<file path="config.mk">
export PLATFORM = sky130hd
export DESIGN_NAME = us_ranger_seq_flat
export DESIGN_NICKNAME = d
export VERILOG_FILES = /design/src/rtl/us_ranger_pkg.sv /design/src/rtl/us_ranger_seq_if.sv /design/src/rtl/us_echo_sync.sv /design/src/rtl/us_ranger_seq.sv /design/src/flat_wrapper.sv
export SDC_FILE = /design/constraint.sdc
export NUM_CORES = 1
export LEC_CHECK = 0
export CORE_ASPECT_RATIO = 0.8
export CORE_UTILIZATION = 35
export DETAILED_ROUTE_END_ITERATION = 10
export GPL_TIMING_DRIVEN = 0
export HOLD_SLACK_MARGIN = 0.1
export PLACE_DENSITY = 0.56
export SLEW_MARGIN = 30
export SYNTH_ARGS = -nofsm -noshare
export SYNTH_HDL_FRONTEND = slang
export SYNTH_SLANG_ARGS = --single-unit
</file>
<file path="constraint.sdc">
create_clock -name clk_i -period 6.2 [get_ports clk_i]
set_clock_uncertainty 0.15 [all_clocks]
set_input_delay 1.55 -clock clk_i [delete_from_list [all_inputs] [get_ports clk_i]]
set_output_delay 1.55 -clock clk_i [all_outputs]
set_load 0.005 [all_outputs]
</file>
<file path="src/rtl/us_ranger_pkg.sv">
// rtl/us_ranger_pkg.sv - shared states and constants for the ultrasonic ranging sequencer
package us_ranger_pkg;

  typedef enum logic [2:0] {
    IDLE,
    TRIG,
    WAIT_RISE,
    MEAS,
    HOLDOFF
  } state_e;

  localparam int unsigned US_PER_CM = 58;

  // All-ones distance code reserved for "no target"
  function automatic int unsigned cm_none(input int unsigned w);
    return (32'd1 << w) - 32'd1;
  endfunction

endpackage

</file>
<file path="src/rtl/us_ranger_seq_if.sv">
// rtl/us_ranger_seq_if.sv - sensor pins and result bus of the ranging sequencer
interface us_ranger_seq_if #(
  parameter int N_CH = 4,
  parameter int CM_W = 11,
  parameter int CH_W = (N_CH > 1) ? $clog2(N_CH) : 1
);
  logic [N_CH-1:0] echo;
  logic [N_CH-1:0] trig;
  logic            dist_valid;
  logic [CH_W-1:0] dist_ch;
  logic [CM_W-1:0] dist_cm;
  logic            dist_timeout;

  modport master (
    input  echo,
    output trig,
    output dist_valid,
    output dist_ch,
    output dist_cm,
    output dist_timeout
  );

  modport slave (
    output echo,
    input  trig,
    input  dist_valid,
    input  dist_ch,
    input  dist_cm,
    input  dist_timeout
  );
endinterface

</file>
<file path="src/rtl/us_echo_sync.sv">
// rtl/us_echo_sync.sv - per-channel 2-FF echo synchroniser with registered edge pulses
module us_echo_sync #(
  parameter int N_CH = 4
) (
  input  logic            clk_i,
  input  logic            rst_i,
  input  logic [N_CH-1:0] echo_i,
  output logic [N_CH-1:0] rise_o,
  output logic [N_CH-1:0] fall_o
);
  logic [N_CH-1:0] meta_q;
  logic [N_CH-1:0] sync_q;
  logic [N_CH-1:0] prev_q;
  logic [N_CH-1:0] rise_q;
  logic [N_CH-1:0] fall_q;

  always_ff @(posedge clk_i) begin
    if (rst_i) begin
      meta_q <= '0;
      sync_q <= '0;
      prev_q <= '0;
      rise_q <= '0;
      fall_q <= '0;
    end else begin
      meta_q <= echo_i;
      sync_q <= meta_q;
      prev_q <= sync_q;
      rise_q <= sync_q & ~prev_q;
      fall_q <= ~sync_q & prev_q;
    end
  end

  assign rise_o = rise_q;
  assign fall_o = fall_q;
endmodule

</file>
<file path="src/rtl/us_ranger_seq.sv">
// rtl/us_ranger_seq.sv - round-robin multi-channel ultrasonic ranging sequencer
module us_ranger_seq
  import us_ranger_pkg::*;
#(
  parameter int N_CH       = 4,
  parameter int CLK_PER_US = 1,
  parameter int TRIG_US    = 10,
  parameter int TIMEOUT_US = 38000,
  parameter int HOLDOFF_US = 60000,
  parameter int CM_W       = 11
) (
  input  logic            clk_i,
  input  logic            rst_i,
  input  logic            en_i,
  input  logic [N_CH-1:0] ch_mask_i,
  output logic            busy_o,
  us_ranger_seq_if.master bus
);
  localparam int CH_W    = (N_CH > 1) ? $clog2(N_CH) : 1;
  localparam int MAX_TH  = (TIMEOUT_US > HOLDOFF_US) ? TIMEOUT_US : HOLDOFF_US;
  localparam int CNT_MAX = (MAX_TH > TRIG_US) ? MAX_TH : TRIG_US;
  localparam int CNT_W   = $clog2(CNT_MAX + 1);

  localparam logic [CNT_W-1:0] TRIG_LAST = CNT_W'(TRIG_US - 1);
  localparam logic [CNT_W-1:0] TO_LAST   = CNT_W'(TIMEOUT_US - 1);
  localparam logic [CNT_W-1:0] HO_LAST   = CNT_W'(HOLDOFF_US - 1);
  localparam logic [5:0]       SUB_LAST  = 6'(US_PER_CM - 1);
  localparam logic [CM_W-1:0]  CM_NONE   = CM_W'(cm_none(CM_W));
  localparam logic [CM_W-1:0]  CM_SAT    = CM_W'(cm_none(CM_W) - 1);
  localparam logic [CH_W-1:0]  CH_LAST   = CH_W'(N_CH - 1);

  state_e          state_q, state_d;
  logic [CH_W-1:0] ch_q, ch_d;
  logic [CH_W-1:0] ptr_q, ptr_d;
  logic [CNT_W-1:0] cnt_q, cnt_d;
  logic [5:0]      sub_q, sub_d;
  logic [CM_W-1:0] cm_q, cm_d;
  logic            dv_q, dv_d;
  logic [CH_W-1:0] dch_q, dch_d;
  logic [CM_W-1:0] dcm_q, dcm_d;
  logic            dto_q, dto_d;

  logic            us_tick;
  logic [N_CH-1:0] rise, fall;
  logic            rise_sel, fall_sel;
  logic [CNT_W-1:0] cnt_inc;
  logic [CH_W-1:0] nxt_ptr;
  logic            sub_wrap;
  logic [5:0]      sub_adv;
  logic [CM_W-1:0] cm_adv;
  logic [N_CH-1:0] trig_vec;

  // Ticks are aligned to clk edges so a trigger started on a tick lasts whole microseconds
  if (CLK_PER_US == 1) begin : g_nopre
    assign us_tick = 1'b1;
  end else begin : g_pre
    localparam int PW = $clog2(CLK_PER_US);
    localparam logic [PW-1:0] PRE_LAST = PW'(CLK_PER_US - 1);
    logic [PW-1:0] pre_q;
    always_ff @(posedge clk_i) begin
      if (rst_i || pre_q == PRE_LAST) pre_q <= '0;
      else                            pre_q <= pre_q + 1'b1;
    end
    assign us_tick = (pre_q == PRE_LAST);
  end

  us_echo_sync #(.N_CH(N_CH)) u_sync (
    .clk_i  (clk_i),
    .rst_i  (rst_i),
    .echo_i (bus.echo),
    .rise_o (rise),
    .fall_o (fall)
  );

  function automatic logic [CH_W-1:0] next_ch(input logic [N_CH-1:0] mask,
                                              input logic [CH_W-1:0] start);
    logic [CH_W-1:0] r;
    logic [CH_W-1:0] j;
    logic            found;
    r = start;
    found = 1'b0;
    for (int k = 0; k < N_CH; k++) begin
      j = CH_W'((int'(start) + k) % N_CH);
      if (!found && mask[j]) begin
        r = j;
        found = 1'b1;
      end
    end
    return r;
  endfunction

  assign rise_sel = rise[ch_q];
  assign fall_sel = fall[ch_q];
  assign cnt_inc  = cnt_q + 1'b1;
  assign nxt_ptr  = (ch_q == CH_LAST) ? '0 : ch_q + 1'b1;
  assign sub_wrap = us_tick && (sub_q == SUB_LAST);
  assign sub_adv  = !us_tick ? sub_q : (sub_wrap ? 6'd0 : sub_q + 6'd1);
  assign cm_adv   = (sub_wrap && cm_q != CM_SAT) ? cm_q + 1'b1 : cm_q;

  always_comb begin
    state_d = state_q;
    ch_d    = ch_q;
    ptr_d   = ptr_q;
    cnt_d   = cnt_q;
    sub_d   = sub_q;
    cm_d    = cm_q;
    dv_d    = 1'b0;
    dch_d   = dch_q;
    dcm_d   = dcm_q;
    dto_d   = dto_q;
    case (state_q)
      IDLE: begin
        if (en_i && (|ch_mask_i) && us_tick) begin
          ch_d    = next_ch(ch_mask_i, ptr_q);
          cnt_d   = '0;
          state_d = TRIG;
        end
      end
      TRIG: begin
        if (us_tick) begin
          if (cnt_q == TRIG_LAST) begin
            cnt_d   = '0;
            state_d = WAIT_RISE;
          end else begin
            cnt_d = cnt_inc;
          end
        end
      end
      WAIT_RISE: begin
        if (rise_sel) begin
          cnt_d   = '0;
          sub_d   = '0;
          cm_d    = '0;
          state_d = MEAS;
        end else if (us_tick) begin
          if (cnt_q == TO_LAST) begin
            dv_d    = 1'b1;
            dch_d   = ch_q;
            dcm_d   = CM_NONE;
            dto_d   = 1'b1;
            cnt_d   = '0;
            state_d = HOLDOFF;
          end else begin
            cnt_d = cnt_inc;
          end
        end
      end
      MEAS: begin
        // The tick landing on the fall edge still counts toward the width
        if (us_tick && cnt_q == TO_LAST) begin
          dv_d    = 1'b1;
          dch_d   = ch_q;
          dcm_d   = CM_NONE;
          dto_d   = 1'b1;
          cnt_d   = '0;
          state_d = HOLDOFF;
        end else if (fall_sel) begin
          dv_d    = 1'b1;
          dch_d   = ch_q;
          dcm_d   = cm_adv;
          dto_d   = 1'b0;
          cnt_d   = '0;
          state_d = HOLDOFF;
        end else if (us_tick) begin
          cnt_d = cnt_inc;
          sub_d = sub_adv;
          cm_d  = cm_adv;
        end
      end
      HOLDOFF: begin
        if (us_tick) begin
          if (cnt_q == HO_LAST) begin
            cnt_d = '0;
            ptr_d = nxt_ptr;
            if (en_i && (|ch_mask_i)) begin
              ch_d    = next_ch(ch_mask_i, nxt_ptr);
              state_d = TRIG;
            end else begin
              state_d = IDLE;
            end
          end else begin
            cnt_d = cnt_inc;
          end
        end
      end
      default: state_d = IDLE;
    endcase
  end

  always_ff @(posedge clk_i) begin
    if (rst_i) begin
      state_q <= IDLE;
      ch_q    <= '0;
      ptr_q   <= '0;
      cnt_q   <= '0;
      sub_q   <= '0;
      cm_q    <= '0;
      dv_q    <= 1'b0;
      dch_q   <= '0;
      dcm_q   <= '0;
      dto_q   <= 1'b0;
    end else begin
      state_q <= state_d;
      ch_q    <= ch_d;
      ptr_q   <= ptr_d;
      cnt_q   <= cnt_d;
      sub_q   <= sub_d;
      cm_q    <= cm_d;
      dv_q    <= dv_d;
      dch_q   <= dch_d;
      dcm_q   <= dcm_d;
      dto_q   <= dto_d;
    end
  end

  always_comb begin
    trig_vec = '0;
    if (state_q == TRIG) trig_vec[ch_q] = 1'b1;
  end

  assign bus.trig         = trig_vec;
  assign bus.dist_valid   = dv_q;
  assign bus.dist_ch      = dch_q;
  assign bus.dist_cm      = dcm_q;
  assign bus.dist_timeout = dto_q;
  assign busy_o           = (state_q != IDLE);
endmodule

</file>
<file path="src/flat_wrapper.sv">
// flat-port wrapper written by rule: the top's interface ports become plain ports
module us_ranger_seq_flat import us_ranger_pkg::*;
#(
  parameter int N_CH       = 4,
  parameter int CLK_PER_US = 1,
  parameter int TRIG_US    = 10,
  parameter int TIMEOUT_US = 38000,
  parameter int HOLDOFF_US = 60000,
  parameter int CM_W       = 11
)
  (clk_i, rst_i, en_i, ch_mask_i, busy_o, bus_echo, bus_trig, bus_dist_valid, bus_dist_ch, bus_dist_cm, bus_dist_timeout);
  us_ranger_seq_if #(.N_CH(N_CH), .CM_W(CM_W)) bus_i ();
  input  logic clk_i;
  input  logic rst_i;
  input  logic en_i;
  input  logic [N_CH-1:0] ch_mask_i;
  output logic busy_o;
  input wire logic [$bits(bus_i.echo)-1:0] bus_echo;
  output wire logic [$bits(bus_i.trig)-1:0] bus_trig;
  output wire logic [$bits(bus_i.dist_valid)-1:0] bus_dist_valid;
  output wire logic [$bits(bus_i.dist_ch)-1:0] bus_dist_ch;
  output wire logic [$bits(bus_i.dist_cm)-1:0] bus_dist_cm;
  output wire logic [$bits(bus_i.dist_timeout)-1:0] bus_dist_timeout;
  assign bus_i.echo = bus_echo;
  assign bus_trig = bus_i.trig;
  assign bus_dist_valid = bus_i.dist_valid;
  assign bus_dist_ch = bus_i.dist_ch;
  assign bus_dist_cm = bus_i.dist_cm;
  assign bus_dist_timeout = bus_i.dist_timeout;
  us_ranger_seq #(.N_CH(N_CH), .CLK_PER_US(CLK_PER_US), .TRIG_US(TRIG_US), .TIMEOUT_US(TIMEOUT_US), .HOLDOFF_US(HOLDOFF_US), .CM_W(CM_W)) u_core (.clk_i(clk_i), .rst_i(rst_i), .en_i(en_i), .ch_mask_i(ch_mask_i), .busy_o(busy_o), .bus(bus_i));
endmodule
</file>
Word level (Yosys, flattened, before mapping)
Cells that the tools add are included. W data, S select, Z words.

Bitwise operators: 4. Mux-type cells: 102. Order comparisons: 10. Add/subtract/negate cells: 10. Equality and inequality tests: 21. Reduce and logical (&&, ||, !) cells: 27.

Operators with widths (number): $mux W16 (7); $mux W11 (8); $pmux W16 S5 (1); $pmux W11 S2 (2); $mux W1 (41); $eq A16 B16 Y1 const B (2); $mux W2 (14); $lt A2 B3 Y1 const B (9); $mux W6 (4); $mux W3 (7); $bmux W1 S2 (10); $add A16 B1 Y16 const B (1); $eq A16 B4 Y1 const B (1); $pmux W3 S5 (1); $ne A2 B1 Y1 const B (6); $pmux W6 S2 (1); $reduce_and A4 Y1 (3); $add A11 B1 Y11 const B (1); $ne A11 B11 Y1 const B (1); $logic_and A1 B1 Y1 (9); $add A2 B2 Y2 const B (4); $and A4 B4 Y4 (2); $not A4 Y4 (2); $pmux W2 S2 (2); other kinds (21) (35).

Register bits after elaboration: 75.

Depth between registers and ports, before layout
Depth after elaboration: 26. Mapped depth: 9.

Cells and area by module
From an unflattened synthesis, not the netlist that was laid out.

Cells, all modules: 433. Area total of the unflattened synthesis: 3788.6 um^2.

By module, submodules not included: us_ranger_seq (area an instance 3196.8 um^2, sequential area each 1101.1 um^2, times used 1, cells an instance 391); us_echo_sync (area an instance 591.8 um^2, sequential area each 400.4 um^2, times used 1, cells an instance 42).

Worst setup path before layout
OpenSTA, ideal clock, no wires.

Path kind: input port to flip-flop. From: input port ch_mask_i[3]. To: register u_core.cnt_q[15]. Buffers on the path: 2. Required time: 5.924 ns. Stages on the path: 8. Slack: 2.892 ns. Arrival time: 3.032 ns. Cells stage by stage: buf_2 -> o41ai_2 -> a21oi_1 -> and3_1 -> clkbuf_1 -> nand4_1 -> xor2_1 -> nor2_1.

Longest elaborated chain between the ends: 4.

RTL lines: start, declared (RTL line flat_wrapper.sv:16) `input logic [N_CH-1:0] ch_mask_i;`; $reduce_or A4 Y1 (RTL line us_ranger_seq.sv:113) `if (en_i && (|ch_mask_i) && us_tick) begin`; $logic_and A1 B1 Y1 (RTL line us_ranger_seq.sv:113); $ne A2 B1 Y1 (no source line); $reduce_and A2 Y1 (no source line); end signal, assigned (RTL line us_ranger_seq.sv:206) `cnt_q <= cnt_d;`; end, declared (RTL line us_ranger_seq.sv:35) `logic [CNT_W-1:0] cnt_q, cnt_d;`.

No other way between the ends. A chain may end at the register's enable or synchronous reset.

Worst setup path after layout
From: register u_core.state_q[0]. To: output port bus_trig[0].

Longest elaborated chain between the ends: 2.

RTL lines: start, declared (RTL line us_ranger_seq.sv:32) `state_e state_q, state_d;`; start signal, assigned (RTL line us_ranger_seq.sv:203) `state_q <= state_d;`; $eq A3 B1 Y1 (RTL line us_ranger_seq.sv:218) `if (state_q == TRIG) trig_vec[ch_q] = 1'b1;`; $mux W4 (RTL line us_ranger_seq.sv:218); end, declared (RTL line flat_wrapper.sv:19) `output wire logic [$bits(bus_i.trig)-1:0] bus_trig;`.

No other way between the ends.

==> impl_results.md <==
* Final setup violation count at 0
* Register area at about 1500 µm²
* DRT iter0 DRCs at ~140
* Post-synthesis cell count at 414
* Setup TNS at 0 ps
* Slew Limit Fails at 0
* CTS tree: built
* Clock Pin Slew Worst Setup and Hold Paths at 60 ps
* Final WS setup at 2340 ps
* Count of cell types in the netlist at 64
* Most common cell in the netlist: dfxtp_1
* Antenna cells at 0
* Max capacitance violation total at 0
* Hold Crit Depth at 1
* Crit path cell chain: buf_4, nor3b_1, and2_1, clkdlybuf4s50_1
* Via count at 3060
* FP Rows at 32
* Cell family with most CP delay: simple AND/OR/NAND/NOR gates
* R2R Path End: u_core.bus.dist_cm[4]
* WHS Endpoint: u_core.u_sync.rise_o[3]
* Final hold vios at 0
* Crit start category: flop
* Root Driver: clkbuf_16
* Critical Path AT at between 2000 and 2500 ps
* Hpwl dp at around 6.0 mm
* Top cells by count, synth: dfxtp_1 (75), nor2_1 (55), nand2_1 (35)
* CP Class: flop to output pin
* Largest net degree at the start of global routing at 15
* Buf/Inv on CP at 2
* Peak VDD IR at 0.000205 V
* GRT met1 Usage at 23.5%
* Dpl cells at 578
* HP Start: u_core.u_sync.prev_q[3]
* Initial antenna violation count at 0
* Final design utilization at 45.0%
* Critical path peak fanout at 10
* Post-CTS sizing at 0
* Post-CTS setup buffers at 0
* Cts hold-fix bufs at 0
* Vias in the first global route at 2784
* Power Density at approximately 260 nW/µm²
* Fin crit period at 3860 ps
* PortBufs at 28
* Flop-to-flop setup slack at 3660 ps
* Top cell type's share of synthesized area at 41.3%
* Layout cells sized above 1 at under 10%
* Area delta synth->final at 22.0%
* Area occupied by multi-input gates at 2000 µm²
* CTS H-tree depth at 3
* RSZ-0062 raised after global routing: false
* R2R depth at 8
* Leakage dissipation at 1.62 nW
* Slowest cell on crit path: nor3b_1
* Synth Flop Type: dfxtp_1
* Yosys Warn Count at 0
* DRC errors left at 0
* Filler instances at between 1000 and 1500
* Horiz. Die Dim at 116 µm
* Num CTS Buffers at 9
* Asr flop ratio synth at 0%
* Post-DRT Antenna Nets at 0
* Mapped Area at roughly 3600 µm²
* DIE AREA at between 10000 and 15000 µm²
* Worst skew pair latency at 340 ps
* Met3 Track Usage GR at about 4.6%
* Delay of the slowest critical-path stage at 540 ps
* Total Power at about 1.2 mW
* CTS max path bufs at 2
* Core area at 9850 µm²
* Most area-consuming cells after synthesis: dfxtp_1 (41%), nor2_1 (5.7%), xor2_1 (4.8%)
* Final period util at 62.3%
* Sequential element share of the synthesized area at approximately two fifths
* Leading area contributor after synthesis: dfxtp_1
* Most Crowded Layer GR: met2
* Sinks on Clock Net at 75
* Die Ht at ~93 µm
* GR met2 Demand/Resource at between 20% and 30%
* Average vias per placed instance at slightly above 5
* Wire per inst at 14.0 µm
* Syn_nets at 435
* All-Layer GR Usage at 17.0%
* Status: finished, final reports clean
* Tightest Hold Check Type: flop to flop
* Dpl ws at 2090 ps
* Initial DRT Pass Iterations at 4
* Post-synthesis register bit count at 75
* Initial Utilization at about 37%
* RR Startpoint: u_core.cnt_q[8]
* Setup crit end kind: output pin
* I/O Pins at 31
* First-pass GRT wire length at 13.9 mm
* Final WL at 8.34 mm
* Fmax at 0.259 GHz
* Non-Filler Instances at 594
* Relative slew slack at 55.7%
* Post-synth EDFFs at 0
* Remaining Overflow, GRT at 0
* Syn avg cell area at a little under 9 µm²
* GPL Wtd Cong at 0.836
* Nets at 474
* Least-Margin Pin Slew at 665 ps
* CP required at 4500 ps
report_power, final:
group	leakage [nW]	switching [mW]	internal, mW
Combinational	0.843	0.0321	0.0259
Clock	0.167	0.212	0.396
Sequential	0.607	0.00389	0.488
registers in the layout, summed over array words and instances, names as in the netlist:
register,flops
u_core.u_sync.meta_q,4
u_core.u_sync.prev_q,4
u_core.ch_q,2
u_core.cnt_q,16
u_core.bus.dist_timeout,1
u_core.bus.dist_ch,2
u_core.bus.dist_valid,1
u_core.u_sync.fall_o,4
u_core.state_q,3
u_core.sub_q,6
u_core.u_sync.rise_o,4
u_core.u_sync.sync_q,4
u_core.bus.dist_cm,11
u_core.cm_q,11
u_core.ptr_q,2
area by class of cell:
cell class	instances	area share, %
multi-input combinational	312	45.0
sequential	75	33.9
timing repair buffer	28	6.32
clock buffer	9	5.08
tap	136	3.84
clock inverter	7	2.79
buffer	17	2.17
inverter	10	0.903
stage by stage:
step	area [µm²]	hold WS, ps
2_1_floorplan	3630	233
3_3_place_gp	4080	241
3_5_place_dp	4080	247
4_1_cts	4430	256
5_1_grt	4430	260
6_report	4430	252
how the worst max path moves through the flow:
stage                       from               end  slack, ps  cells after the start
6_report       u_core.state_q[0]       bus_trig[0]       2340                      4
5_1_grt             ch_mask_i[2]  u_core.cnt_q[14]       2220                      8
4_1_cts        u_core.state_q[0]       bus_trig[0]       2300                      4
3_5_place_dp        ch_mask_i[2]  u_core.cnt_q[15]       2090                      8
3_3_place_gp        ch_mask_i[2]  u_core.cnt_q[15]       2060                      8
2_1_floorplan       ch_mask_i[3]  u_core.cnt_q[15]       2890                      8
kinds of logic after synthesis:
family	share of synthesized area [%]
adder cells (fa/ha/maj)	3.44
AO/OA/AOI/OAI	14.6
XOR/XNOR	5.54
multiplexers	3.82
buffers and inverters	3.75
AND/OR/NAND/NOR	27.5
flip-flops	41.3
cell usage in the layout, fill, tap and decap left out, drive strengths merged, types with 13 or more instances in the layout:
cell,n
nor2b,19
nand3,13
o21ai,25
nand2,35
a21oi,14
xor2,20
clkdlybuf4s50,28
nor2,56
clkbuf,15
dfxtp,75
per-layer routing:
layer / share of wire [%] / wire, µm
met2: 43 / 3590
met5: 0 / 0
met3: 3.8 / 314
met1: 52 / 4320
met4: 1.4 / 116
Note: power is estimated with default switching activity, not from simulation.
